`config.mk`:
```
export PLATFORM = sky130hd
export DESIGN_NAME = poci_keys
export DESIGN_NICKNAME = d
export VERILOG_FILES = /design/src/rtl/pk_poci.sv /design/src/rtl/key_debounce.sv /design/src/rtl/poci_keys.sv
export SDC_FILE = /design/constraint.sdc
export NUM_CORES = 1
export LEC_CHECK = 0
export CAP_MARGIN = 20
export CORE_MARGIN = 2
export CORE_UTILIZATION = 26
export DETAILED_ROUTE_END_ITERATION = 7
export HOLD_SLACK_MARGIN = 0.02
export PLACE_DENSITY = 0.73
export SETUP_SLACK_MARGIN = 0.02
export SYNTH_ARGS = -nofsm -noshare
export SYNTH_HDL_FRONTEND = slang
export SYNTH_SLANG_ARGS = --single-unit
```
`constraint.sdc`:
```
create_clock -name pclk -period 1.02 [get_ports pclk]
set_input_delay 0.204 -clock pclk [delete_from_list [all_inputs] [get_ports pclk]]
set_output_delay 0.204 -clock pclk [all_outputs]
set_load 0.005 [all_outputs]
```
`src/rtl/pk_poci.sv`:
```
// Shared POCI slave-map constants: decoder base for the keys slot and its register offsets.
// The key block's debounce option is selected by POCI_KEYS_DEBOUNCE_EN.
package pk_poci;

    localparam logic [31:0] base_keys   = 32'h4000_1000;

    localparam logic [1:0]  KEYS_DATA   = 2'd0;
    localparam logic [1:0]  KEYS_EDGE   = 2'd1;
    localparam logic [1:0]  KEYS_IRQ_EN = 2'd2;
    localparam logic [1:0]  KEYS_RSVD   = 2'd3;

    // Counter must be at least one bit even when a single stable cycle suffices.
    function automatic int unsigned cnt_width(input int unsigned n);
        return (n < 2) ? 1 : $clog2(n);
    endfunction

endpackage

```
`src/rtl/key_debounce.sv`:
```
// One key: polarity fix, two-flop synchroniser, optional debounce counter (POCI_KEYS_DEBOUNCE_EN)
// and debounced state, with a combinational press pulse aligned to the state's 0->1 edge.
module key_debounce
    import pk_poci::*;
#(
`ifdef POCI_KEYS_DEBOUNCE_EN
    parameter int unsigned DEBOUNCE_CYCLES = 16,
`endif
    parameter bit ACTIVE_LOW = 1'b1
) (
    input  logic pclk,
    input  logic presetn,
    input  logic key,
    output logic state,
    output logic rise
);

    logic pin;
    logic sync1;
    logic sync2;

    assign pin = key ^ ACTIVE_LOW;

    always_ff @(posedge pclk or negedge presetn) begin
        if (!presetn) begin
            sync1 <= 1'b0;
            sync2 <= 1'b0;
        end else begin
            sync1 <= pin;
            sync2 <= sync1;
        end
    end

`ifdef POCI_KEYS_DEBOUNCE_EN
    localparam int unsigned   CW   = cnt_width(DEBOUNCE_CYCLES);
    localparam logic [CW-1:0] CMAX = CW'(DEBOUNCE_CYCLES - 1);

    logic [CW-1:0] cnt;
    logic          flip;

    assign flip = (sync2 != state) && (cnt == CMAX);
    assign rise = flip & ~state;

    always_ff @(posedge pclk or negedge presetn) begin
        if (!presetn) begin
            cnt   <= '0;
            state <= 1'b0;
        end else if (sync2 == state) begin
            cnt <= '0;
        end else if (flip) begin
            cnt   <= '0;
            state <= ~state;
        end else begin
            cnt <= cnt + CW'(1);
        end
    end
`else
    assign rise = sync2 & ~state;

    always_ff @(posedge pclk or negedge presetn) begin
        if (!presetn) state <= 1'b0;
        else          state <= sync2;
    end
`endif

endmodule

```
`src/rtl/poci_keys.sv`:
```
// POCI slave for NKEYS push-buttons: DATA/EDGE(W1C)/IRQ_EN registers and a registered level irq.
// Debounce counters are built only when POCI_KEYS_DEBOUNCE_EN is defined.
module poci_keys
    import pk_poci::*;
#(
    parameter int unsigned NKEYS           = 4,
    parameter int unsigned DEBOUNCE_CYCLES = 16,
    parameter bit          ACTIVE_LOW      = 1'b1
) (
    input  logic              pclk,
    input  logic              presetn,
    input  logic              psel,
    input  logic [31:0]       paddr,
    input  logic              penable,
    input  logic              pwrite,
    input  logic [31:0]       pwdata,
    output logic [31:0]       prdata,
    output logic              pready,
    output logic              pslverr,
    input  logic [NKEYS-1:0]  keys,
    output logic              irq
);

    logic [NKEYS-1:0] state;
    logic [NKEYS-1:0] rise;
    logic [NKEYS-1:0] edges;
    logic [NKEYS-1:0] irq_en;
    logic [NKEYS-1:0] clr;
    logic [1:0]       off;
    logic             wr;
    logic             unused_bits;

    for (genvar i = 0; i < NKEYS; i++) begin : g_key
        key_debounce #(
            .ACTIVE_LOW      (ACTIVE_LOW)
`ifdef POCI_KEYS_DEBOUNCE_EN
            ,.DEBOUNCE_CYCLES(DEBOUNCE_CYCLES)
`endif
        ) u_key (
            .pclk    (pclk),
            .presetn (presetn),
            .key     (keys[i]),
            .state   (state[i]),
            .rise    (rise[i])
        );
    end

`ifndef POCI_KEYS_DEBOUNCE_EN
    localparam int unsigned unused_debounce = DEBOUNCE_CYCLES;
`endif

    assign off         = paddr[3:2];
    assign wr          = psel & penable & pwrite;
    assign pready      = 1'b1;
    assign unused_bits = ^{paddr[31:4], paddr[1:0], pwdata};

    assign pslverr = psel & penable &
                     ((pwrite & ((off == KEYS_DATA) | (off == KEYS_RSVD))) |
                      (~pwrite & (off == KEYS_RSVD)));

    always_comb begin
        prdata = '0;
        if (psel & ~pwrite) begin
            case (off)
                KEYS_DATA:   prdata[NKEYS-1:0] = state;
                KEYS_EDGE:   prdata[NKEYS-1:0] = edges;
                KEYS_IRQ_EN: prdata[NKEYS-1:0] = irq_en;
                default:     prdata = '0;
            endcase
        end
    end

    assign clr = (wr && off == KEYS_EDGE) ? pwdata[NKEYS-1:0] : '0;

    // A press landing on the same edge as its W1C clear keeps the flag set.
    always_ff @(posedge pclk or negedge presetn) begin
        if (!presetn) begin
            edges  <= '0;
            irq_en <= '0;
            irq    <= 1'b0;
        end else begin
            edges <= (edges & ~clr) | rise;
            if (wr && off == KEYS_IRQ_EN) irq_en <= pwdata[NKEYS-1:0];
            irq <= |(edges & irq_en);
        end
    end

endmodule

```
==> summary.md <==
| Metric | Value |
|---|---|
| IO Count | `108` |
| Min-delay worst type | `in -> async` |
| Pre-antenna DRT Iters | `6` |
| Vias in the first global route | `between 700 and 800` |
| Via count of the routed design | `750` |
| Post-synthesis compound-gate area fraction | `8.92%` |
| Crit Path Category | `reg -> out` |
| Synth Area in XOR/XNOR | `0%` |
| Post-Synth Simple-Gate Area | `between 7 and 8%` |
| Row count | `23` |
| Longest Clk Path Bufs | `2` |
| # hold bufs at CTS | `0` |
| Placer congestion estimate | `about 0.79` |
| Clock-pin slew on the worst setup and hold paths | `approximately 0.07 ns` |
| VDD IR-drop max | `0.000498 V` |
| Worst-skew pair later-pin latency | `0.26 ns` |
| Gate Count Post-Synth | `100` |
| Die Span X | `68.9 um` |
| Total Wirelength | `2.15 mm` |
| CTS Buf Count | `3` |
| Final setup vio count | `5` |
| Leakage | `0.000750 uW` |
| Fill cells | `434` |
| Area Overhead vs Synth | `38.4%` |
| Crit end category | `output pin` |
| Yosys Warn Count | `0` |
| Library cells used by synthesis | `16` |
| Remaining Overflow, GRT | `0` |
| Core ar. | `4030 sq um` |
| Pin count of the biggest net entering global routing | `22` |
| Main combinational cell family by area after synthesis | `buffers and inverters` |
| Die H | `roughly 69 um` |
| Min cycle time layout | `1.52 ns` |
| Register area | `526 sq um` |
| Aggregate global-route resource usage | `10.4%` |
| Layout cells sized above 1 | `34.5%` |
| Power per cell area | `around 1200 nW/um^2` |
| RSZ-0062 raised after global routing | `true` |
| Clk sink count | `21` |
| First-pass GRT wire length | `between 3 and 4 mm` |
| Max-Cap Viols | `0` |
| DP HPWL | `1.51 mm` |
| Antenna violations before repair | `0` |
| CTS tree | `yes` |
| Worst setup margin | `-0.502 ns` |
| Fin crit share | `149%` |
| CTS root buffer | `clkbuf_8` |
| Post-route ant nets | `0` |
| Post-synthesis sequential area ratio | `48.1%` |
| Via-to-Cell Ratio | `slightly below 4` |
| Final nets | `218` |
| H-Tree Depth | `1` |
| Commonest non-fill, non-tap cell in the layout | `conb_1` |
| Cell Area, Synth | `1090 sq um` |
| Worst Setup Start Kind | `flop` |
| Failing checks | `negative setup slack` |
| Place WS | `-1.19 ns` |
| Arr. time, crit path | `1.32 ns` |
| Commonest cells after routing, fill and taps aside | `conb_1, dfrtp_1, inv_1, buf_4, clkdlybuf4s50_1` |
| Post-synthesis adder-cell area fraction | `5.72%` |
| Req. time, crit path | `0.82 ns` |
| Mux cell area share after synthesis | `4.12%` |
| Starting Density | `a little over a quarter` |
| Max-slew violations | `0` |
| Max Clk Rate | `about 0.66 GHz` |
| Seq cells post-synth | `21` |
| Fin. Hold Viols | `0` |
| Final clock skew | `0.00111 ns` |
| Status | `finished with violations` |
| Die area | `about 4700 sq um` |
| Multi-input combinational cell area | `~470 sq um` |
| Initial DRC count | `32` |
| ANT cells | `0` |
| PortBufs | `20` |
| Crit Path Max Fanout | `2` |
| Post-route DRC | `0` |
| Syn_area_per_cell | `about 11 sq um` |
| Setup TNS | `-1.77 ns` |
| Core Util, Final | `37.6%` |
| Drt wl/cell | `11.4 um` |
==> report_power, final <==
group / internal, uW / switching, uW
combinational: 230 / 176
sequential: 906 / 35.3
clock: 278 / 261
==> cells in the mapped netlist <==
| master | instances | area (sq um) |
|---|---|---|
| mux2_2 | 4 | 45.0 |
| a22oi_1 | 2 | 15.0 |
| and4_2 | 1 | 10.0 |
| ha_1 | 5 | 62.6 |
| a222oi_1 | 4 | 40.0 |
| a211oi_1 | 1 | 7.51 |
| buf_4 | 29 | 218 |
| o221ai_1 | 4 | 35.0 |
| inv_1 | 14 | 52.6 |
| dfrtp_1 | 21 | 526 |
| nand2b_1 | 4 | 25.0 |
| nand2_1 | 2 | 7.51 |
| nor2_1 | 5 | 18.8 |
| conb_1 | 2 | 7.51 |
| nand4_2 | 1 | 12.5 |
| or3b_4 | 1 | 11.3 |
==> stage by stage <==
stage	area, sq um	total power, uW	hold slack (ns)	cells
after floorplan	1230	1180	-0.0916	127
after global placement	1380	1310	0.331	180
after detailed placement	1380	1330	0.336	180
after CTS	1480	1890	0.276	188
after global routing	1510	2000	0.292	189
final	1510	1890	0.278	189
==> registers in the layout (all words and copies together), names as in the netlist <==
register / cells
g_key.u_key.sync1: 4
edges: 4
g_key.u_key.sync2: 4
irq_en: 4
irq: 1
g_key.u_key.state: 4
==> per-layer routing <==
metal | global-route usage [%] | wire [um]
met3 | 2.44 | 169
met5 | 0 | 0
met1 | 11.9 | 868
met4 | 5.88 | 46
met2 | 17.8 | 1070
==> kinds of logic (layout without fill, tap and decap cells) <==
logic type | count (synthesis) | after routing
compound gates | 11 | 11
fa+ha+maj | 5 | 5
buf+inv | 43 | 55
flops | 21 | 21
mux | 4 | 4
other cells | 2 | 29
simple gates | 14 | 14
==> area by class of cell <==
cell class              instances  share of cell area [%]
inverters                      14                    4.79
repair buffers                 37                    22.5
clock buffers                   4                    2.98
multi-input cells              63                    30.9
well taps                      50                    4.13
flip-flops and latches         21                    34.7
==> what timing repair did <==
action,4_1_cts,5_1_grt
setup buffers,4,1
pin swaps,8,4
gates resized for setup,54,9
endpoints found under the setup margin,14,9
==> path summary, 6_finish.rpt <==
kind	from	endpoint	slack [ns]	cells after the start
setup / recovery	g_key[3].u_key.state$_DFF_PN0_	prdata[3]	-0.50	3
hold / removal	presetn	edges[1]$_DFF_PN0_	0.28	2
setup reg to reg	irq_en[2]$_DFFE_PN0P_	irq$_DFF_PN0_	0.10	3
hold reg to reg	g_key[1].u_key.sync1$_DFF_PN0_	g_key[1].u_key.sync2$_DFF_PN0_	0.35	0
max in group asynchronous	presetn	g_key[2].u_key.sync2$_DFF_PN0_	0.61	2
min in group pclk	g_key[1].u_key.sync1$_DFF_PN0_	g_key[1].u_key.sync2$_DFF_PN0_	0.35	0
==> worst max-delay path, cell delays in order (launching register included) <==
cell      delay, ns
dfrtp_1        0.38
a222oi_1       0.47
nor2_4         0.07
buf_2          0.14
Note: power is estimated with default switching activity, not from simulation.
